===== config.mk =====
export PLATFORM = sky130hd
export DESIGN_NAME = sram1rw_ctrl
export DESIGN_NICKNAME = d
export VERILOG_FILES = /design/src/rtl/sram1rw_pkg.sv /design/src/rtl/sram1rw_resp_fifo.sv /design/src/rtl/sram1rw_ctrl.sv
export SDC_FILE = /design/constraint.sdc
export NUM_CORES = 1
export LEC_CHECK = 0
export ABC_AREA = 1
export CAP_MARGIN = 20
export CORE_ASPECT_RATIO = 0.8
export CORE_UTILIZATION = 55
export CTS_CLUSTER_SIZE = 20
export DETAILED_ROUTE_END_ITERATION = 8
export GPL_ROUTABILITY_DRIVEN = 0
export PLACE_DENSITY = 0.85
export SLEW_MARGIN = 15
export SYNTH_ARGS = -nofsm -noshare
export SYNTH_HDL_FRONTEND = slang
export SYNTH_SLANG_ARGS = --single-unit

===== constraint.sdc =====
create_clock -name clk -period 5.85 [get_ports clk]
set_input_delay 0.585 -clock clk [delete_from_list [all_inputs] [get_ports clk]]
set_output_delay 0.585 -clock clk [all_outputs]
set_load 0.03 [all_outputs]

===== src/rtl/sram1rw_pkg.sv =====
// Shared types and default geometry for the 1RW SRAM front end.
package sram1rw_pkg;
  localparam int SRAM_ADDR_W = 7;
  localparam int SRAM_DATA_W = 40;
  localparam int SRAM_WORDS  = 128;

  typedef enum logic {
    ST_INIT = 1'b0,
    ST_RUN  = 1'b1
  } state_e;

  typedef struct packed {
    logic                   csb;
    logic                   web;
    logic                   oeb;
    logic [SRAM_ADDR_W-1:0] a;
    logic [SRAM_DATA_W-1:0] i;
    logic                   is_rd;
  } issue_t;
endpackage


===== src/rtl/sram1rw_resp_fifo.sv =====
// Read-response FIFO; occupancy is bounded upstream by the credit check.
module sram1rw_resp_fifo #(
  parameter int DATA_W = 40,
  parameter int DEPTH  = 4
) (
  input  logic                       clk,
  input  logic                       reset,
  input  logic                       push_i,
  input  logic [DATA_W-1:0]          wdata_i,
  input  logic                       pop_i,
  output logic [DATA_W-1:0]          rdata_o,
  output logic [$clog2(DEPTH+1)-1:0] count_o,
  output logic                       empty_o,
  output logic                       full_o
);
  localparam int PTR_W = (DEPTH > 1) ? $clog2(DEPTH) : 1;
  localparam int CNT_W = $clog2(DEPTH + 1);

  logic [DATA_W-1:0] mem_q [DEPTH];
  logic [PTR_W-1:0]  wr_ptr_q, rd_ptr_q;
  logic [CNT_W-1:0]  count_q;
  logic              do_push, do_pop;

  function automatic logic [PTR_W-1:0] nxt(input logic [PTR_W-1:0] p);
    return (p == PTR_W'(DEPTH - 1)) ? '0 : p + PTR_W'(1);
  endfunction

  assign empty_o = (count_q == '0);
  assign full_o  = (count_q == CNT_W'(DEPTH));
  assign count_o = count_q;
  assign rdata_o = mem_q[rd_ptr_q];
  assign do_push = push_i;
  assign do_pop  = pop_i && !empty_o;

  always_ff @(posedge clk or posedge reset) begin
    if (reset) begin
      wr_ptr_q <= '0;
      rd_ptr_q <= '0;
      count_q  <= '0;
    end else begin
      if (do_push) wr_ptr_q <= nxt(wr_ptr_q);
      if (do_pop)  rd_ptr_q <= nxt(rd_ptr_q);
      if (do_push && !do_pop)      count_q <= count_q + CNT_W'(1);
      else if (!do_push && do_pop) count_q <= count_q - CNT_W'(1);
    end
  end

  always_ff @(posedge clk) begin
    if (do_push) mem_q[wr_ptr_q] <= wdata_i;
  end
endmodule


===== src/rtl/sram1rw_ctrl.sv =====
// Client front end for a 1RW SRAM macro: zero sweep after reset, registered
// macro pins, and credit-limited read responses that survive backpressure.
module sram1rw_ctrl
  import sram1rw_pkg::*;
#(
  parameter int ADDR_W     = SRAM_ADDR_W,
  parameter int DATA_W     = SRAM_DATA_W,
  parameter int WORDS      = SRAM_WORDS,
  parameter int RESP_DEPTH = 4,
  parameter int ZERO_INIT  = 1
) (
  input  logic              clk,
  input  logic              reset,
  input  logic              req_valid,
  output logic              req_ready,
  input  logic              req_write,
  input  logic [ADDR_W-1:0] req_addr,
  input  logic [DATA_W-1:0] req_wdata,
  output logic              resp_valid,
  input  logic              resp_ready,
  output logic [DATA_W-1:0] resp_rdata,
  output logic              init_done,
  output logic              sram_csb,
  output logic              sram_web,
  output logic              sram_oeb,
  output logic [ADDR_W-1:0] sram_a,
  output logic [DATA_W-1:0] sram_i,
  input  logic [DATA_W-1:0] sram_o
);
  localparam int CNT_W = $clog2(RESP_DEPTH + 1);
  localparam int OCC_W = CNT_W + 2;
  localparam state_e RST_STATE = (ZERO_INIT != 0) ? ST_INIT : ST_RUN;
  localparam logic [ADDR_W:0] LAST_ADDR = (ADDR_W + 1)'(WORDS - 1);
  localparam issue_t ISS_RST = '{csb: 1'b1, web: 1'b1, oeb: 1'b1,
                                 a: '0, i: '0, is_rd: 1'b0};

  state_e          state_q, state_d;
  logic [ADDR_W:0] sweep_q, sweep_d;
  issue_t          iss_q, iss_d;
  logic            mac_rd_q;
  logic [CNT_W-1:0] fifo_count;
  logic            fifo_empty, fifo_full, fifo_push;
  logic [OCC_W-1:0] occ;
  logic            accept;

  // Credit counts everything already committed to land in the FIFO; using the
  // registered count keeps resp_ready out of the req_ready path.
  assign occ       = OCC_W'(fifo_count) + OCC_W'(iss_q.is_rd) + OCC_W'(mac_rd_q);
  assign req_ready = (state_q == ST_RUN) && (req_write || (occ < OCC_W'(RESP_DEPTH)));
  assign accept    = req_valid && req_ready;
  assign init_done = (state_q == ST_RUN);

  always_comb begin
    state_d     = state_q;
    sweep_d     = sweep_q;
    iss_d       = iss_q;
    iss_d.csb   = 1'b1;
    iss_d.web   = 1'b1;
    iss_d.oeb   = 1'b1;
    iss_d.is_rd = 1'b0;
    case (state_q)
      ST_INIT: begin
        iss_d.csb = 1'b0;
        iss_d.web = 1'b0;
        iss_d.a   = sweep_q[ADDR_W-1:0];
        iss_d.i   = '0;
        sweep_d   = sweep_q + (ADDR_W + 1)'(1);
        if (sweep_q == LAST_ADDR) state_d = ST_RUN;
      end
      ST_RUN: begin
        if (accept) begin
          iss_d.csb   = 1'b0;
          iss_d.web   = !req_write;
          iss_d.oeb   = req_write;
          iss_d.a     = req_addr;
          iss_d.i     = req_wdata;
          iss_d.is_rd = !req_write;
        end
      end
      default: state_d = RST_STATE;
    endcase
  end

  always_ff @(posedge clk or posedge reset) begin
    if (reset) begin
      state_q  <= RST_STATE;
      sweep_q  <= '0;
      iss_q    <= ISS_RST;
      mac_rd_q <= 1'b0;
    end else begin
      state_q  <= state_d;
      sweep_q  <= sweep_d;
      iss_q    <= iss_d;
      mac_rd_q <= iss_q.is_rd;
    end
  end

  assign sram_csb = iss_q.csb;
  assign sram_web = iss_q.web;
  assign sram_oeb = iss_q.oeb;
  assign sram_a   = iss_q.a;
  assign sram_i   = iss_q.i;

  // sram_o is valid one edge after the macro read, i.e. when the flag reaches mac_rd_q.
  assign fifo_push  = mac_rd_q && (!fifo_full || resp_ready);
  assign resp_valid = !fifo_empty;

  sram1rw_resp_fifo #(
    .DATA_W (DATA_W),
    .DEPTH  (RESP_DEPTH)
  ) u_resp_fifo (
    .clk     (clk),
    .reset   (reset),
    .push_i  (fifo_push),
    .wdata_i (sram_o),
    .pop_i   (resp_ready),
    .rdata_o (resp_rdata),
    .count_o (fifo_count),
    .empty_o (fifo_empty),
    .full_o  (fifo_full)
  );
endmodule

==> results of run 1 <==
## cell usage in the layout (no fill, tap or decap), types with 2 or more instances in the layout
cell type,Yosys,routed
clkinvlp_4,0,3
clkinvlp_2,0,2
dfrtp_2,0,2
clkbuf_16,0,21
edfxtp_1,160,160
nand3_1,57,57
bufinv_16,0,4
dfrtp_1,65,63
clkinv_4,0,4
a21oi_1,4,4
nand2_1,102,102
clkdlybuf4s50_1,0,184
inv_1,17,16
xnor2_1,3,3
ha_1,8,8
buf_4,50,8
dfstp_2,3,3
nand4_1,9,9
o22ai_1,40,40
xor2_1,6,6
inv_2,1,3
nor2_4,0,4
clkinv_2,0,2
nor2_1,95,91
o21ai_0,83,83
## metrics by stage
step | cells | setup WS, ps | hold slack [ps] | cell area [um2]
6_report | 1106 | 2256 | 393.6 | 11560
5_1_grt | 1106 | 2048 | 407.3 | 11560
4_1_cts | 1105 | 2246 | 401.6 | 11560
3_5_place_dp | 1068 | 2782 | 386.8 | 10830
3_3_place_gp | 1067 | 2530 | 357.6 | 10800
2_1_floorplan | 749 | 2699 | 354.0 | 9170
## power breakdown
| group | total, W | switching, W | internal (W) |
|---|---|---|---|
| registers | 0.00176 | 0.0000156 | 0.00175 |
| logic | 0.00158 | 0.000990 | 0.000590 |
| clock network | 0.00142 | 0.000583 | 0.000841 |
## sequential cells by signal (all words and copies together) (netlist names)
name,count
init_done,1
iss_q,1
mac_rd_q,1
sram_a,7
sram_csb,1
sram_i,40
sram_oeb,1
sram_web,1
sweep_q,8
u_resp_fifo.count_o,3
u_resp_fifo.mem_q,160
u_resp_fifo.rd_ptr_q,2
u_resp_fifo.wr_ptr_q,2
## worst max path at each step
stage                             from                 endpoint  slack [ps]
2_1_floorplan               resp_ready  u_resp_fifo.mem_q[0][0]        2700
3_3_place_gp   u_resp_fifo.rd_ptr_q[1]           resp_rdata[23]        2530
3_5_place_dp                 init_done                req_ready        2780
4_1_cts                      init_done                req_ready        2250
5_1_grt                      init_done                req_ready        2050
6_report                     init_done                req_ready        2260
## metal layers
metal  wire length (um)  up-vias  track usage (%)
li1                   -     2836                -
met1               7972     3004            30.35
met2               9800      256            39.23
met3               1658       34            5.581
met4                438        0            6.706
met5                  0        -                0
## area by class of cell
class,count,area (um2),share of cell area (%)
Multi-Input combinational cell,413,2049,17.73
Timing Repair Buffer,193,1929,16.69
Antenna cell,1,2.502,0.02164
Tap cell,215,269.0,2.327
Inverter,19,71.32,0.6169
Clock inverter,16,201.4,1.742
Sequential cell,228,6513,56.33
Clock buffer,21,525.5,4.545
## kinds of logic after synthesis
group / count (synthesis)
xor gates and xnor gates: 9
buffers and inverters: 108
DFF: 228
AOI/OAI and AO/OA: 128
adders and majority gates: 9
and+or+nand+nor: 266
muxes: 1
==> impl_metrics.env, run 1 <==
export IMPL_critPathRequiredTime_ps=5270
export IMPL_critPathKind="flip-flop to output pin"
export IMPL_cts_resized=0
export IMPL_cts_tree="yes"
export IMPL_detailed_place_hpwl_um=11820
export IMPL_drc=0
export IMPL_synth_edf_count=160
export IMPL_crit_buf_inv=2
export IMPL_io_buffers=184
export IMPL_dieArea_um2=17200
export IMPL_cts_root_buf="clkbuf_16"
export IMPL_finalPower_w=0.004769
export IMPL_h_tree_depth=1
export IMPL_gr_total_overflow=0
export IMPL_rsz0062_at_grt="no"
export IMPL_fin_crit_sh_pct=61.43
export IMPL_row_count=41
export IMPL_final_util_pct=72.00
export IMPL_cts_buffers=21
export IMPL_synth_warning_count=0
export IMPL_vdd_ir_drop_worst_mv=0.2194
export IMPL_vias=6130
export IMPL_synthesis_area_um2=9170
export IMPL_fmax_mhz=278.3
export IMPL_finalSetupTns_ps=0
export IMPL_initial_utilization_pct=57.11
export IMPL_first_iter_violations=451
export IMPL_synth_most_common_cell="edfxtp_1"
export IMPL_grt_pass1_wl_um=31630
export IMPL_path_delay_family="buffers and inverters"
export IMPL_finalSetupViolCount=0
export IMPL_antenna_left=0
export IMPL_synth_adder_area_share_pct=1.310
export IMPL_endpoint_kind="output pin"
export IMPL_leakage_nw=4.355
export IMPL_cp_arrival_ps=3010
export IMPL_antenna_found_initial=1
export IMPL_syn_inst=749
export IMPL_hold_path_depth=0
export IMPL_fin_crit_ps=3594
export IMPL_relSlewSlack_pct=27.78
export IMPL_syn_to_final_growth_pct=26.07
export IMPL_async_flop_share_pct=29.82
export IMPL_synth_top_area_cell="edfxtp_1"
export IMPL_path_depth=3
export IMPL_wl_per_cell_um=17.96
export IMPL_grt_pass1_vias=6221
export IMPL_synth_top_family_by_area="simple AND/OR/NAND/NOR gates"
export IMPL_core_um2=16060
export IMPL_hp_start="iss_q[0]"
export IMPL_syn_area_per_cell_um2=12.24
export IMPL_yosys_top_cells_count="edfxtp_1 (160), nand2_1 (102), nor2_1 (95)"
export IMPL_cts_hold_buf=0
export IMPL_synth_nets=850
export IMPL_finClkSkew_ps=8.111
export IMPL_grt_max_degree=83
export IMPL_status="complete, no violations"
export IMPL_worst_slew_pin_slew_ps=1083
export IMPL_rr_worst_depth=4
export IMPL_fillers=1042
export IMPL_regToRegSetupSlack_ps=2950
export IMPL_cpMaxStageDelayCell="dfrtp_2"
export IMPL_synthSimpleGateAreaFrac_pct=12.17
export IMPL_ys_ff_latch=228
export IMPL_p_per_area_nw_per_um2=412.5
export IMPL_synthTopCellsByArea="edfxtp_1 (52%), dfrtp_1 (18%), o21ai_0 (4.5%)"
export IMPL_track_usage_pct=23.34
export IMPL_maxCapViolations=0
export IMPL_critical_path_max_stage_delay_ps=1070
export IMPL_die_h_um=117.5
export IMPL_clk_pin_slew_ps=70
export IMPL_die_width_um=146.4
export IMPL_wirelength_um=19870
export IMPL_clock_sinks=228
export IMPL_cp_start_kind="flip-flop"
export IMPL_io_pins=185
export IMPL_synth_top_area_share_pct=52.39
export IMPL_drive_gt1_share_pct=6.854
export IMPL_post_cts_buffers=0
export IMPL_cp_max_fo=59
export IMPL_fin_nets=977
export IMPL_firstDrtPassIters=5
export IMPL_hp_class="flip-flop to flip-flop"
export IMPL_synth_compound_area_share_pct=7.559
export IMPL_clock_latency_ps=480
export IMPL_timing_rr_start="init_done"
export IMPL_maxSlewViolCount=0
export IMPL_holdPathEnd="mac_rd_q"
export IMPL_viasPerCell=5.542
export IMPL_hold_violations=0
export IMPL_r2r_end="iss_q[0]"
export IMPL_yosysUniqueCellTypes=26
export IMPL_seq_area_frac_synth_pct=70.99
export IMPL_crit_chain="inv_1, a21oi_1, clkdlybuf4s50_1"
export IMPL_synth_flop_cell="edfxtp_1"
export IMPL_synthMuxAreaShare_pct=0.1228
export IMPL_clock_path_buffers=3
export IMPL_synth_xor_area_share_pct=0.8596
Note: power is estimated with default switching activity, not from simulation.
==> inputs of run 2 (changes only) <==
Settings changed: CORE_UTILIZATION 55 to 51, PLACE_DENSITY 0.85 to 0.79.
Clock period 5.85 ns to 3.55 ns, I/O delays scaled along.
==> impl_metrics.env, run 2 (synthesis gave the netlist of run 1 again) <==
export IMPL_regMostFlops="u_resp_fifo.mem_q"
export IMPL_drive_gt1_share_pct=7.135
export IMPL_cp_arrival_ps=2680
export IMPL_first_iter_violations=430
export IMPL_grt_pass1_vias=5613
export IMPL_cpMaxStageDelayCell="clkdlybuf4s50_1"
export IMPL_firstDrtPassIters=6
export IMPL_cts_tree="yes"
export IMPL_initial_utilization_pct=52.44
export IMPL_violations="design-rule violations"
export IMPL_track_usage_pct=20.34
export IMPL_fin_crit_ps=3040
export IMPL_clk_pin_slew_ps=60
export IMPL_layout_common_cells="clkdlybuf4s50_1 (184), edfxtp_1 (160), nand2_1 (102), nor2_1 (91), o21ai_0 (83)"
export IMPL_antenna_found_initial=0
export IMPL_die_width_um=151.9
export IMPL_cts_root_buf="clkbuf_16"
export IMPL_antennaDiodeCount=0
export IMPL_finClkSkew_ps=8.226
export IMPL_critical_path_max_stage_delay_ps=720
export IMPL_die_h_um=121.9
export IMPL_finalSetupViolCount=0
export IMPL_h_tree_depth=1
export IMPL_antenna_left=0
export IMPL_status="finished with violations"
export IMPL_detailed_place_hpwl_um=11730
export IMPL_vdd_ir_drop_worst_mv=0.3354
export IMPL_finalSetupTns_ps=0
export IMPL_layout_commonest_cell="clkdlybuf4s50_1"
export IMPL_hold_worst_slack_ps=202.2
export IMPL_maxCapViolations=0
export IMPL_cts_resized=0
export IMPL_p_per_area_nw_per_um2=670.2
export IMPL_viasPerCell=5.322
export IMPL_post_cts_buffers=0
export IMPL_critPathKind="flip-flop to output pin"
export IMPL_fillers=1286
export IMPL_crit_chain="buf_4, o21ai_0, o22ai_1, clkdlybuf4s50_1"
export IMPL_fin_crit_sh_pct=85.63
export IMPL_largest_reg_flops=160
export IMPL_clock_latency_ps=500
export IMPL_endpoint_kind="output pin"
export IMPL_gr_total_overflow=0
export IMPL_wirelength_um=19060
export IMPL_maxSlewViolCount=0
export IMPL_cp_max_fo=82
export IMPL_fmax_mhz=329.0
export IMPL_cts_hold_buf=0
export IMPL_worst_slew_pin_slew_ps=794.4
export IMPL_leakage_nw=4.398
export IMPL_clock_sinks=228
export IMPL_io_buffers=184
export IMPL_cp_start_kind="flip-flop"
export IMPL_dieArea_um2=18520
export IMPL_io_pins=185
export IMPL_core_um2=17490
export IMPL_grt_max_degree=83
export IMPL_cts_buffers=23
export IMPL_hp_class="primary input to async pin"
export IMPL_rsz0062_at_grt="no"
export IMPL_vias=5971
export IMPL_hold_violations=0
export IMPL_relSlewSlack_pct=47.04
export IMPL_wl_per_cell_um=16.99
export IMPL_critPathRequiredTime_ps=3190
export IMPL_clock_path_buffers=3
export IMPL_grt_pass1_wl_um=29330
export IMPL_row_count=43
export IMPL_fin_nets=984
export IMPL_syn_to_final_growth_pct=26.84
export IMPL_drc=22
[run 2: stage by stage]
stage / setup slack, ps / instances / area [um2] / utilization [%] / total power (W)
floorplan: 510.2 / 749 / 9170 / - / 0.004512
detailed placement: 890.0 / 1083 / 10910 / 62.40 / 0.005544
global placement: 892.9 / 1083 / 10910 / 62.40 / 0.005506
global route: 353.2 / 1122 / 11630 / 66.52 / 0.008083
finish: 510.3 / 1122 / 11630 / 66.52 / 0.007796
CTS: 474.1 / 1122 / 11630 / 66.52 / 0.007846
[run 2: routing by layer]
metal	wire length, um	track usage [%]
met1	8180	27.28
met2	8674	32.23
met3	1774	6.368
met4	432	5.867
met5	0	0
[run 2: path summary, 6_finish.rpt]
kind                            slack, ps        endpoint  cells after the start                    start
worst max-delay path                  510  resp_rdata[16]                      4  u_resp_fifo.rd_ptr_q[0]
worst min-delay path                  200       sram_a[0]                      2                    reset
worst max register to register       1000      sram_i[30]                     10   u_resp_fifo.count_o[0]
worst min register to register        380        mac_rd_q                      0                 iss_q[0]
max in group asynchronous            2620        sram_web                      3                    reset
min in group clk                      380        mac_rd_q                      0                 iss_q[0]
[run 2: power breakdown]
part / internal [W] / total, W / switching [W]
Combinational: 0.000963 / 0.00256 / 0.00160
Clock: 0.00137 / 0.00232 / 0.000952
Sequential: 0.00288 / 0.00291 / 0.0000276
[run 2: final cells by class]
| class | instances | area (um2) | share of cell area (%) |
|---|---|---|---|
| inverters | 19 | 71.32 | 0.6132 |
| clock inverters | 11 | 105.1 | 0.9036 |
| multi-input cells | 413 | 2049 | 17.62 |
| flip-flops and latches | 228 | 6513 | 55.99 |
| well taps | 225 | 281.5 | 2.420 |
| clock buffers | 28 | 614.3 | 5.282 |
| repair buffers | 198 | 1997 | 17.17 |
[run 2: worst max-delay path: cells and delay by family (launching register included)]
family	cells	cell delay (ps)
compound gates	2	460
buf+inv	2	1350
flops	1	360
